`src/rtl/shift_add_mult.sv`:
```
// Sequential unsigned shift-and-add multiplier: one NxN product over N iteration cycles,
// handed off as a registered 2N-bit P with a one-cycle done strobe.
module shift_add_mult #(
   parameter int N = 8
) (
   input  logic             CLK,
   input  logic             CLR,
   input  logic             start,
   input  logic [N-1:0]     A,
   input  logic [N-1:0]     B,
   output logic             busy,
   output logic             done,
   output logic [2*N-1:0]   P
);

   localparam int             CW   = $clog2(N) + 1;
   localparam logic [CW-1:0]  LAST = CW'(N - 1);

   typedef enum logic [1:0] {
      IDLE = 2'd0,
      CALC = 2'd1,
      DONE = 2'd2
   } state_t;

   state_t          state;
   logic [N-1:0]    mc;
   logic [N:0]      acc;
   logic [N-1:0]    mr;
   logic [CW-1:0]   cnt;
   logic [N:0]      sum;

   // acc[N] is always zero between iterations (the shift clears it), so adding the
   // full acc is the same as adding acc[N-1:0] and keeps the carry bit observable.
   always_comb begin
      sum = acc + (mr[0] ? {1'b0, mc} : '0);
   end

   // NOTE: every state register, including P, is cleared by CLR so an aborted
   // operation can never leave a partial product visible downstream.
   always_ff @(posedge CLK or posedge CLR) begin
      if (CLR) begin
         state <= IDLE;
         busy  <= 1'b0;
         done  <= 1'b0;
         P     <= '0;
         mc    <= '0;
         acc   <= '0;
         mr    <= '0;
         cnt   <= '0;
      end else begin
         // NOTE: non-blocking assignments here so every register samples the
         // pre-edge values; the shift below depends on that.
         case (state)
            IDLE: begin
               done <= 1'b0;
               if (start) begin
                  mc    <= A;
                  mr    <= B;
                  acc   <= '0;
                  cnt   <= '0;
                  busy  <= 1'b1;
                  state <= CALC;
               end
            end
            CALC: begin
               {acc, mr} <= {1'b0, sum, mr[N-1:1]};
               cnt       <= cnt + CW'(1);
               if (cnt == LAST) begin
                  // post-shift {acc[N-1:0], mr} of the final iteration
                  P     <= {sum, mr[N-1:1]};
                  busy  <= 1'b0;
                  done  <= 1'b1;
                  state <= DONE;
               end
            end
            DONE: begin
               done  <= 1'b0;
               state <= IDLE;
            end
            default: begin
               busy  <= 1'b0;
               done  <= 1'b0;
               state <= IDLE;
            end
         endcase
      end
   end

endmodule
```
`config.mk`:
```
export PLATFORM = sky130hd
export DESIGN_NAME = shift_add_mult
export DESIGN_NICKNAME = d
export VERILOG_FILES = /design/src/rtl/shift_add_mult.sv
export SDC_FILE = /design/constraint.sdc
export NUM_CORES = 1
export LEC_CHECK = 0
export ABC_AREA = 0
export CAP_MARGIN = 20
export CORE_UTILIZATION = 27
export CTS_CLUSTER_DIAMETER = 100
export CTS_CLUSTER_SIZE = 16
export DETAILED_ROUTE_END_ITERATION = 12
export PLACE_DENSITY = 0.46
export SETUP_SLACK_MARGIN = 0.02
export SYNTH_ARGS = -nofsm -noshare
export SYNTH_HDL_FRONTEND = slang
export SYNTH_SLANG_ARGS = --single-unit
```
`constraint.sdc`:
```
create_clock -name CLK -period 2.4 [get_ports CLK]
set_input_delay 0.6 -clock CLK [delete_from_list [all_inputs] [get_ports CLK]]
set_output_delay 0.6 -clock CLK [all_outputs]
set_load 0.01 [all_outputs]
```
---- Yosys cells after proc, flatten, opt, wreduce, memory -nomap -nowiden ----
Index checks and enable logic that the tools add are counted.
word-level totals
  logic and storage cells ................. 38
  input bits .............................. 19
  output and inout port bits .............. 18
  register bits ........................... 49
cells by class
  equality and inequality tests ........... 5
  multiplexer cells ....................... 15
  reductions and logical operators ........ 7
  add/subtract/negate cells ............... 2
  bitwise operators ....................... 1
operators with widths
  cell                                            count
  one-hot mux 9 bit (2 select lines)              1
  two-way mux 8 bit                               2
  one-hot mux 8 bit (2 select lines)              1
  adder 9 x 8 -> 9 bit                            1
  two-way mux 9 bit                               1
  one-hot mux 4 bit (2 select lines)              1
  AND reduction 2 bit                             4
  adder 4 x 1 -> 4 bit (second input constant)    1
  == test 4 x 3 -> 1 bit (second input constant)  1
  two-way mux 1 bit                               4
  two-way mux 2 bit                               2
  two-way mux 4 bit                               1
  != test 2 bit (second input constant)           2
  one-hot mux 2 bit (2 select lines)              1
  one-hot mux 1 bit (3 select lines)              1
  AND reduction 3 bit                             1
  == test 2 x 1 -> 1 bit (second input constant)  1
  == test 2 bit (second input constant)           1
  zero test 2 bit                                 1
  nonzero test 2 bit                              1
  NOT 1 bit                                       1

---- Depth between registers and ports, before layout ----
  word-level depth ........................ 3
  depth in mapped cells ................... 7
  gate-level depth less buffers ........... 7

---- Worst setup path before layout ----
OpenSTA, ideal clock, no wires.
  kind .................................... register -> register
  start ................................... reg mr[0]
  end ..................................... reg acc[7]
  stages on the path, launching flop included .. 8
  arrival ................................. 1.853 ns
  slack ................................... 0.416 ns
  path buffers ............................ 0
  required time ........................... 2.269 ns
  cells stage by stage .................... dfrtp_1 and2_1 ha_1 fa_1 a21o_1 a221oi_2 o21ba_2 o211ai_1
on the way
  longest elaborated chain between the ends .. 3
RTL lines
  element                             line  RTL
  start, declared                     28    logic [N-1:0] mr;
  start signal, assigned              66    {acc, mr} <= {1'b0, sum, mr[N-1:1]};
  two-way mux 8 bit                   35    sum = acc + (mr[0] ? {1'b0, mc} : '0);
  adder 9 x 8 -> 9 bit                35
  one-hot mux 9 bit (2 select lines)  53    case (state)
  end signal, assigned                66
  end, declared                       27    logic [N:0] acc;
Every way passes these cells.
A chain may end at the register's enable or synchronous reset.

---- Worst setup path in the final report ----
  start ................................... reg mr[0]
  end ..................................... reg acc[5]
The elaborated chain is that of the path after synthesis.

==> flow_metrics.tcl <==
set metrics [dict create \
    ctsResizeCount 0 \
    synth-edff-count 0 \
    min_period_over_period 0.9006 \
    crit_type "reg2reg" \
    cts.htree.levels 2 \
    cts_tree "done" \
    grt_pass1_wl_um 8562 \
    routed_wirelength_um 4962 \
    async_flop_share 1.000 \
    clk_path_buf_depth 2 \
    reg2reg_from "mr[0]$_DFFE_PP0P_" \
    dp_slack_ns 0.2435 \
    hold_class "reg2reg" \
    dpl_cell_area_um2 2750 \
    ys.warnings.count 0 \
    maxCapViolCount 0 \
    synthTopCellsByArea "dfrtp_1 53%, nand2_1 14%, ha_1 5.0%, o21ai_0 3.1%, a22oi_1 2.7%" \
    cp_data_arrival_time_ns 2.32 \
    crit_fanout 9 \
    finalSetupTns_ns 0 \
    multiInputGateArea_um2 988.4 \
    synth_area_per_cell_um2 9.510 \
    yosys.area.top_type "dfrtp_1" \
    hold-path-cell-count 2 \
    end_kind "flip-flop" \
    ys_types 38 \
    hp-start "mc[0]$_DFFE_PP0P_" \
    synth_nets 267 \
    portBuffers 36 \
    crit_required_ns 2.56 \
    r2r_setup_slack_ns 0.24 \
    start_kind "flip-flop" \
    synthCells 238 \
    die_height_um 93.56 \
    num_vias 1714 \
    io_pins 37 \
    seqPwrFrac 0.411 \
    p_per_area_nw_per_um2 1224 \
    clkPwrFrac 0.137 \
    timing.rr.end "acc[5]$_DFFE_PP0P_" \
    fin_ws_ns 0.2386 \
    ys_ff_latch 48 \
    seq_area_frac_synth 0.5307 \
    fill_cells 871 \
    clock_latency_ns 0.30 \
    vias_per_cell 4.487 \
    grt_pass1_vias 1712 \
    p_int_w 0.002114 \
    met3_usage 0.02520 \
    drive_above_1_share 0.06859 \
    finalNonFillerCells 382 \
    drv_slew 0 \
    postCtsSetupBuffers 0 \
    pwr-share-comb 0.453 \
    root_buffer "clkbuf_8" \
    drt_iter0_markers 80 \
    grt_overflow 0 \
    p_leak_nw 1.347 \
    drc 0 \
    drtPass1Iterations 4 \
    ir_drop_mv 0.3178 \
    grt-busiest-layer "met2" \
    grt_usage 0.1261 \
    final_cell_mix "85 x nand2_1, 48 x dfrtp_1, 36 x clkdlybuf4s50_1, 14 x o21ai_0, 11 x nand3_1" \
    whs_ns 0.4725 \
    grt_max_degree 49 \
    core_area_um2 8175 \
    nets 306 \
    areaGrowthSynthToFinish_pct 25.10 \
    clock_sinks 48 \
    hold_buffers 0 \
    hold_viol 0 \
    design_area_um2 2831 \
    reg2reg_depth 7 \
    grt_use_met1 0.1833 \
    die_w_um 93.56 \
    diodes 0 \
    detail-route-antenna-nets 0 \
    setup_viol 0 \
    path_cells "and2_1, ha_1, fa_1, a21o_1, a221oi_2, xnor2_1, o21ai_1" \
    dp.cells 375 \
    dp.final_hpwl_um 3449 \
    crit_path_max_incr_delay_ns 0.45 \
    cp_top_family "compound AO/OA/AOI/OAI gates" \
    dieArea_um2 8753 \
    worst_slew_pin_slew_ns 0.7038 \
    p_sw_w 0.001352 \
    fmax_mhz 462.7 \
    place_congestion 0.6841 \
    min_to "mc[0]$_DFFE_PP0P_" \
    num_rows 33 \
    slew_headroom 0.5308 \
    cpMaxStageDelayCell "dfrtp_1" \
    swShare 0.3900 \
    path_clk_slew_ns 0.09 \
    outcome "finished clean" \
    min_period_ns 2.161 \
    seq_area_um2 1201 \
    cts_buffers 5 \
    yosys_most_used_dff "dfrtp_1" \
    crit_buf_inv 0 \
    grtUsageMet2 0.1893 \
    antenna_found_initial 0 \
    finalClockSkew_ns 0.007851 \
    final_common_cell "nand2_1" \
    wl_per_cell_um 12.99 \
    yosysTopAreaCellShare 0.5307 \
    rsz0062_at_grt "false" \
    synthesis.area_um2 2263 \
    start_util 0.2769 \
]
-- power groups by stage --
stage	sequential [W]	clock, W	combinational (W)
final	0.00142	0.000474	0.00157
after global routing	0.00149	0.000523	0.00180
after global placement	0.00144	0	0.00158
after CTS	0.00144	0.000492	0.00160
after floorplan	0.00146	0	0.000974
after detailed placement	0.00145	0	0.00159
-- how the worst max path moves through the flow --
stage	from	end	cells past startpoint
after floorplan	mr[0]$_DFFE_PP0P_	acc[7]$_DFFE_PP0P_	7
after global placement	mr[0]$_DFFE_PP0P_	acc[5]$_DFFE_PP0P_	7
after detailed placement	mr[0]$_DFFE_PP0P_	acc[5]$_DFFE_PP0P_	7
after CTS	mr[0]$_DFFE_PP0P_	acc[5]$_DFFE_PP0P_	7
after global routing	mr[0]$_DFFE_PP0P_	acc[5]$_DFFE_PP0P_	7
final	mr[0]$_DFFE_PP0P_	acc[5]$_DFFE_PP0P_	7
-- per-stage QoR --
stage,util,power (W)
after floorplan,-,0.002431
after CTS,0.3463,0.003532
after detailed placement,0.3364,0.003041
final,0.3463,0.003466
after global routing,0.3463,0.003804
after global placement,0.3364,0.003015
-- routing by layer --
layer | vias up | wire length (um)
li1 | 879 | -
met1 | 800 | 2532
met2 | 31 | 2235
met3 | 4 | 144
met4 | 0 | 50
met5 | - | 0
-- sequential cells by signal (all words and copies together) (netlist names) --
register	flops
cnt	4
done	1
P	16
busy	1
acc	8
state	2
mr	8
mc	8
-- cell type report --
cell class | instances | area share
Timing Repair Buffer | 41 | 0.1449
Clock buffer | 5 | 0.02430
Clock inverter | 2 | 0.004419
Tap cell | 105 | 0.04640
Multi-Input combinational cell | 176 | 0.3491
Inverter | 5 | 0.006628
Sequential cell | 48 | 0.4242
-- cells by family (layout without fill, tap and decap cells) --
| group | after synthesis | in the layout | share of synthesized area |
|---|---|---|---|
| simple gates | 119 | 119 | 0.2349 |
| flops | 48 | 48 | 0.5307 |
| compound gates | 42 | 42 | 0.1233 |
| buf+inv | 14 | 53 | 0.03261 |
| fa+ha+maj | 10 | 10 | 0.05860 |
| xor+xnor | 4 | 4 | 0.01548 |
| mux | 1 | 1 | 0.004423 |
-- cells in the mapped netlist, types with 2 or more instances --
cell     count
xnor2_1      3
nand3_1     11
a21oi_1      4
inv_1        5
ha_1         9
buf_4        2
a22oi_1      8
nor2_1       3
a211o_1      3
o21ai_1      2
nand4_1      3
dfrtp_1     48
a21o_1       3
o31ai_1      2
buf_2        5
o21ai_0     14
and2_1       8
nand2_1     85
-- tightest hold or removal path, stage by stage (launching register included) --
cell and delay, ns:
dfrtp_1 0.35, nand2_1 0.05, nand2_1 0.05
(Power assumes the default switching activity.)
